--- src/rtl/unidade_busca_pkg.sv ---
// Shared widths, PC increment and FSM encoding for the instruction fetch unit.
package unidade_busca_pkg;

  localparam int LARGURA_PC      = 64;
  localparam int LARGURA_INSTR   = 32;
  localparam int INCREMENTO_PC   = 4;
  localparam int LARGURA_ENTRADA = LARGURA_PC + LARGURA_INSTR;

  typedef enum logic [1:0] {
    PARADO   = 2'd0,
    BUSCANDO = 2'd1,
    CHEIO    = 2'd2
  } estado_t;

endpackage

--- src/rtl/unidade_busca_fila.sv ---
// Synchronous FIFO holding {pc, instruction} entries; flush empties it in one cycle.
module fila_instrucao #(
  parameter int PROFUNDIDADE = 2,
  parameter int LARGURA      = 96,
  localparam int PW = (PROFUNDIDADE > 1) ? $clog2(PROFUNDIDADE) : 1,
  localparam int CW = $clog2(PROFUNDIDADE + 1)
) (
  input  logic               clock,
  input  logic               reset,
  input  logic               push,
  input  logic               pop,
  input  logic               flush,
  input  logic [LARGURA-1:0] dado_entrada,
  output logic [LARGURA-1:0] dado_saida,
  output logic               vazia,
  output logic [CW-1:0]      ocupacao
);

  logic [LARGURA-1:0] memoria [PROFUNDIDADE];
  logic [PW-1:0]      leitura;
  logic [PW-1:0]      escrita;
  logic [CW-1:0]      contagem;
  logic               pop_ok;
  logic               push_ok;

  function automatic logic [PW-1:0] proximo_ptr(input logic [PW-1:0] ptr);
    if (ptr == PW'(PROFUNDIDADE - 1)) begin
      return '0;
    end else begin
      return ptr + PW'(1);
    end
  endfunction

  assign vazia      = (contagem == '0);
  assign ocupacao   = contagem;
  assign dado_saida = vazia ? '0 : memoria[leitura];
  // Guards keep the FIFO consistent even if the caller over/under-runs it.
  assign pop_ok     = pop & ~vazia;
  assign push_ok    = push & ((contagem < CW'(PROFUNDIDADE)) | pop_ok);

  always_ff @(posedge clock) begin
    if (reset) begin
      leitura  <= '0;
      escrita  <= '0;
      contagem <= '0;
      for (int i = 0; i < PROFUNDIDADE; i++) begin
        memoria[i] <= '0;
      end
    end else if (flush) begin
      leitura  <= '0;
      escrita  <= '0;
      contagem <= '0;
    end else begin
      if (push_ok) begin
        memoria[escrita] <= dado_entrada;
        escrita          <= proximo_ptr(escrita);
      end
      if (pop_ok) begin
        leitura <= proximo_ptr(leitura);
      end
      contagem <= contagem + CW'(push_ok) - CW'(pop_ok);
    end
  end

endmodule

--- src/rtl/unidade_busca.sv ---
// Instruction fetch unit: PC register, fetch FSM and a small prefetch buffer toward decode.
module unidade_busca
  import unidade_busca_pkg::*;
#(
  parameter logic [63:0] PC_INICIAL   = 64'h0,
  parameter int          PROFUNDIDADE = 2
) (
  input  logic                     clock,
  input  logic                     reset,
  input  logic                     habilita,
  input  logic                     desvio_valido,
  input  logic [LARGURA_PC-1:0]    desvio_alvo,
  output logic [LARGURA_PC-1:0]    mem_endereco,
  input  logic [LARGURA_INSTR-1:0] mem_instrucao,
  output logic                     saida_valida,
  input  logic                     saida_pronta,
  output logic [LARGURA_INSTR-1:0] saida_instrucao,
  output logic [LARGURA_PC-1:0]    saida_pc
);

  localparam int CW = $clog2(PROFUNDIDADE + 1);

  logic [LARGURA_PC-1:0]      pc;
  estado_t                    estado;
  estado_t                    proximo;
  logic                       vazia;
  logic [CW-1:0]              ocupacao;
  logic [CW-1:0]              ocup_prox;
  logic [LARGURA_ENTRADA-1:0] cabeca;
  logic                       transfere;
  logic                       empilha;

  assign mem_endereco    = {2'b00, pc[LARGURA_PC-1:2]};
  // A redirect masks the head so decode never consumes a stale instruction.
  assign saida_valida    = ~vazia & ~desvio_valido;
  assign transfere       = saida_valida & saida_pronta;
  assign empilha         = habilita & (estado == BUSCANDO) & ~desvio_valido &
                           ((ocupacao < CW'(PROFUNDIDADE)) | transfere);
  assign saida_pc        = cabeca[LARGURA_ENTRADA-1:LARGURA_INSTR];
  assign saida_instrucao = cabeca[LARGURA_INSTR-1:0];

  fila_instrucao #(
    .PROFUNDIDADE (PROFUNDIDADE),
    .LARGURA      (LARGURA_ENTRADA)
  ) u_fila (
    .clock        (clock),
    .reset        (reset),
    .push         (empilha),
    .pop          (transfere),
    .flush        (desvio_valido),
    .dado_entrada ({pc, mem_instrucao}),
    .dado_saida   (cabeca),
    .vazia        (vazia),
    .ocupacao     (ocupacao)
  );

  always_comb begin
    ocup_prox = ocupacao + CW'(empilha) - CW'(transfere);
    proximo   = estado;
    if (!habilita) begin
      proximo = PARADO;
    end else begin
      case (estado)
        PARADO: proximo = BUSCANDO;
        BUSCANDO: begin
          if (!desvio_valido && !transfere && (ocup_prox == CW'(PROFUNDIDADE))) begin
            proximo = CHEIO;
          end else begin
            proximo = BUSCANDO;
          end
        end
        CHEIO: begin
          if (transfere || desvio_valido) begin
            proximo = BUSCANDO;
          end else begin
            proximo = CHEIO;
          end
        end
        default: proximo = PARADO;
      endcase
    end
  end

  always_ff @(posedge clock) begin
    if (reset) begin
      estado <= PARADO;
      pc     <= PC_INICIAL;
    end else begin
      estado <= proximo;
      if (desvio_valido) begin
        pc <= desvio_alvo & ~64'd3;
      end else if (empilha) begin
        pc <= pc + LARGURA_PC'(INCREMENTO_PC);
      end else begin
        pc <= pc;
      end
    end
  end

endmodule

--- config.mk ---
export PLATFORM = sky130hd
export DESIGN_NAME = unidade_busca
export DESIGN_NICKNAME = d
export VERILOG_FILES = /design/src/rtl/unidade_busca_pkg.sv /design/src/rtl/unidade_busca_fila.sv /design/src/rtl/unidade_busca.sv
export SDC_FILE = /design/constraint.sdc
export NUM_CORES = 1
export LEC_CHECK = 0
export ABC_CLOCK_PERIOD_IN_PS = 4200
export BUFFER_PORTS_ARGS = -buffer_cell sky130_fd_sc_hd__buf_2
export CAP_MARGIN = 30
export CORE_MARGIN = 5
export CORE_UTILIZATION = 55
export CTS_CLUSTER_DIAMETER = 150
export CTS_CLUSTER_SIZE = 24
export DETAILED_ROUTE_END_ITERATION = 10
export PLACE_DENSITY = 0.8
export SETUP_SLACK_MARGIN = 0.02
export SLEW_MARGIN = 0
export SYNTH_ARGS = -nofsm -noshare
export SYNTH_HDL_FRONTEND = slang
export SYNTH_SLANG_ARGS = --single-unit
--- constraint.sdc ---
create_clock -name clock -period 4.2 [get_ports clock]
set_clock_uncertainty 0.15 [all_clocks]
set_input_delay 0.21 -clock clock [delete_from_list [all_inputs] [get_ports clock]]
set_output_delay 0.21 -clock clock [all_outputs]
set_load 0.1 [all_outputs]
==> out/qor.txt <==
Outcome: finished, final reports clean
TNS Setup: 0 ns
Average wire per standard cell: 20.58 microns
Final setup viols: 0
Clock power frac: 29.1%
CTS clock-pin slew for the worst setup and hold paths: 0.11 ns
Fill count: 1666
Startpoint types: flip-flop
Seq/Total Area, Yosys: 55.52%
Clk root buf: clkbuf_16
CTS Buf Count: 14
VDD IR max: 0.2592 mV
Clock latency at the later pin of the worst-skew pair: 0.50 ns
R2R Setup Slk: 0.97 ns
Period utilization: 76.97%
Post-synth top area cell: edfxtp_1
Cells after DPL: 1655
CP Max Fanout: 11
Post-layout min period: 3.233 ns
Clock buffer depth: 3
Post-DRT Antenna Nets: 0
Ranking of synthesized cells by area: edfxtp_1 45%, dfxtp_1 11%, and2_1 8.9%
Hold path cells: 5
Synth Register Bits: 257
Power Density: 331.2 nW/um^2
Worst Path Required: 4.47 ns
Cell internal pwr: 3.696 mW
Worst Hold Class: in -> reg
Count leader, synth: edfxtp_1
Full die area: 26140 sq um
DR vias/cell: 5.904
R2r startpoint: pc[21]
Initial DRC Count: 1163
Combinational group share of total power: 14.2%
Top cells by count, synth: 188 x edfxtp_1, 180 x and2_1, 138 x nor2_1
First-pass GRT wire length: 57.02 mm
Syn Area/Cell: 10.69 sq um
Vias: 10480
Worst Path Class, Setup: reg -> reg
Maximum clock rate: 309.3 MHz
Worst path top cell family by delay: simple AND/OR/NAND/NOR gates
Row count: 55
CTS H-Tree Depth: 1
Max incr delay on CP: 0.63 ns
Primary FF master, synth: edfxtp_1
EDFF count, synth: 188
Post-Layout Cell Count: 1775
Total congestion overflow: 0
Yosys warnings: 0
Rel. slew slack: 32.07%
Port buffer count: 255
Critical path arrival: 3.50 ns
Endpoints failing hold: 0
Post-CTS setup buffer count: 0
Tightest Pin Transition: 1.010 ns
Placer Congestion: 0.8846
Share of the synthesized area in the top cell type: 44.61%
DRC viols: 0
Worst r2r path cells: 7
Ys async rst share: 0%
Gates resized, CTS repair: 0
Largest net degree at the start of global routing: 91
Cell area after synthesis: 12660 sq um
Share of cells above drive strength 1: 21.56%
Die Y: 161.7 microns
Slowest CP cell: nand4_1
HP Start: saida_pronta
Initial antenna violation count: 1
Total power draw: 5.150 mW
Leak pwr: 6.057 nW
Cells after synthesis: 1184
Max Cap Violations: 0
Sw power: 1.455 mW
Cells along the critical path: nand4_2 > nor3_1 > nand4_1 > buf_4 > or3_1 > a21o_1 > a21oi_1
Initial Utilization: 55.90%
WP buf/inv: 1
Syn-to-layout area delta: 22.88%
Reg power frac: 56.7%
Hold buffers post-CTS: 95
DP HPWL: 22.64 mm
Clk sinks: 257
Total GRT Usage: 27.08%
Library cells used by synthesis: 65
Die X: 161.7 microns
Final WL: 36.53 mm
Drt pass-1 iters: 5
Boundary pin count: 262
RSZ-0062 raised after global routing: no
Core area: 22640 sq um
CTS tree: done
Fin nets: 1587
Setup crit end kind: flip-flop
Net Sw Frac: 28.24%
Reg2reg end: pc[49]
Max-slew violations: 0
Vias in the first global route: 10440
-- area by class of cell --
class,instances,area (sq um),share of cell area [%]
timing repair buffer,365,2410,15.50
antenna,1,2.502,0.01609
tap,285,356.6,2.293
clock inverter,1,8.758,0.05632
inverter,16,60.06,0.3862
sequential,257,7030,45.21
clock buffer,23,405.4,2.607
multi-input combinational,827,5278,33.94
-- cell usage in the layout, fill, tap and decap left out, types with 15 or more instances in the layout --
cell,synthesis,routed
xnor2_1,16,16
o22ai_1,15,15
and2_1,180,180
inv_1,15,15
and3_1,20,20
o21ai_0,26,26
mux2i_1,96,96
nand2_1,50,50
dlygate4sd3_1,0,95
nand4_1,17,17
nor2_1,138,136
a31oi_1,20,20
buf_2,7,255
clkbuf_16,0,15
dfxtp_1,69,68
nor3_1,31,31
nand3_1,27,27
edfxtp_1,188,188
a21oi_1,63,63
-- worst max-delay path by stage --
stage | cells after the start | end | slack [ns] | startpoint
2_1_floorplan | 6 | u_fila.memoria[0][0] | 0.48 | desvio_valido
3_3_place_gp | 7 | pc[49] | 1.22 | pc[21]
3_5_place_dp | 7 | pc[49] | 1.15 | pc[21]
4_1_cts | 7 | pc[49] | 1.10 | pc[21]
5_1_grt | 7 | pc[49] | 0.83 | pc[21]
6_report | 7 | pc[49] | 0.97 | pc[21]
-- worst register-to-register path, cell delays in order (launching register included) --
cell	delay, ns
dfxtp_1	0.55
nand4_2	0.26
nor3_1	0.57
nand4_1	0.63
buf_4	0.38
or3_1	0.30
a21o_1	0.18
a21oi_1	0.13
-- cell families (layout without fill, tap and decap cells) --
group | after synthesis | count (layout) | synth area share, %
and+or+nand+nor | 532 | 532 | 23.45
DFF | 257 | 257 | 55.52
AOI/OAI and AO/OA | 169 | 169 | 8.216
buffers and inverters | 103 | 405 | 3.243
muxes | 96 | 96 | 7.593
xor gates and xnor gates | 21 | 21 | 1.453
adders and majority gates | 5 | 5 | 0.4943
other | 1 | 5 | 0.02963
-- per-stage QoR --
step | hold slack, ns | cell area [sq um] | utilization (%) | setup slack, ns
final | 0.1437 | 15550 | 68.69 | 0.9672
after global routing | 0.1875 | 15550 | 68.69 | 0.8255
after CTS | 0.1333 | 15550 | 68.68 | 1.096
after detailed placement | 0.3193 | 14180 | 62.65 | 1.149
after global placement | 0.3087 | 14160 | 62.53 | 1.216
after floorplan | 0.2047 | 12670 | - | 0.4813
-- state kept, by name (all words and copies together) (netlist names), named ones only --
name             count
u_fila.ocupacao      2
u_fila.escrita       1
u_fila.memoria     188
u_fila.leitura       1
estado               2
pc                  62
-- power groups by stage --
stage                     clock network [mW]  registers (mW)  logic, mW
after floorplan                            0            3.19      0.256
after global routing                    1.60            2.94      0.771
after global placement                     0            2.97      0.646
after detailed placement                   0            2.98      0.657
final                                   1.50            2.92      0.733
after CTS                               1.52            2.92      0.728
-- layer usage --
metal  vias to the layer above  part of all wire [%]  global-route usage (%)
met5                         -                     0                       0
met4                         0                   3.6                   10.42
met3                        88                   8.1                   4.567
met2                       534                    48                   44.61
met1                      5022                    40                   36.22
li1                       4835                     -                       -
(Power assumes the default switching activity.)
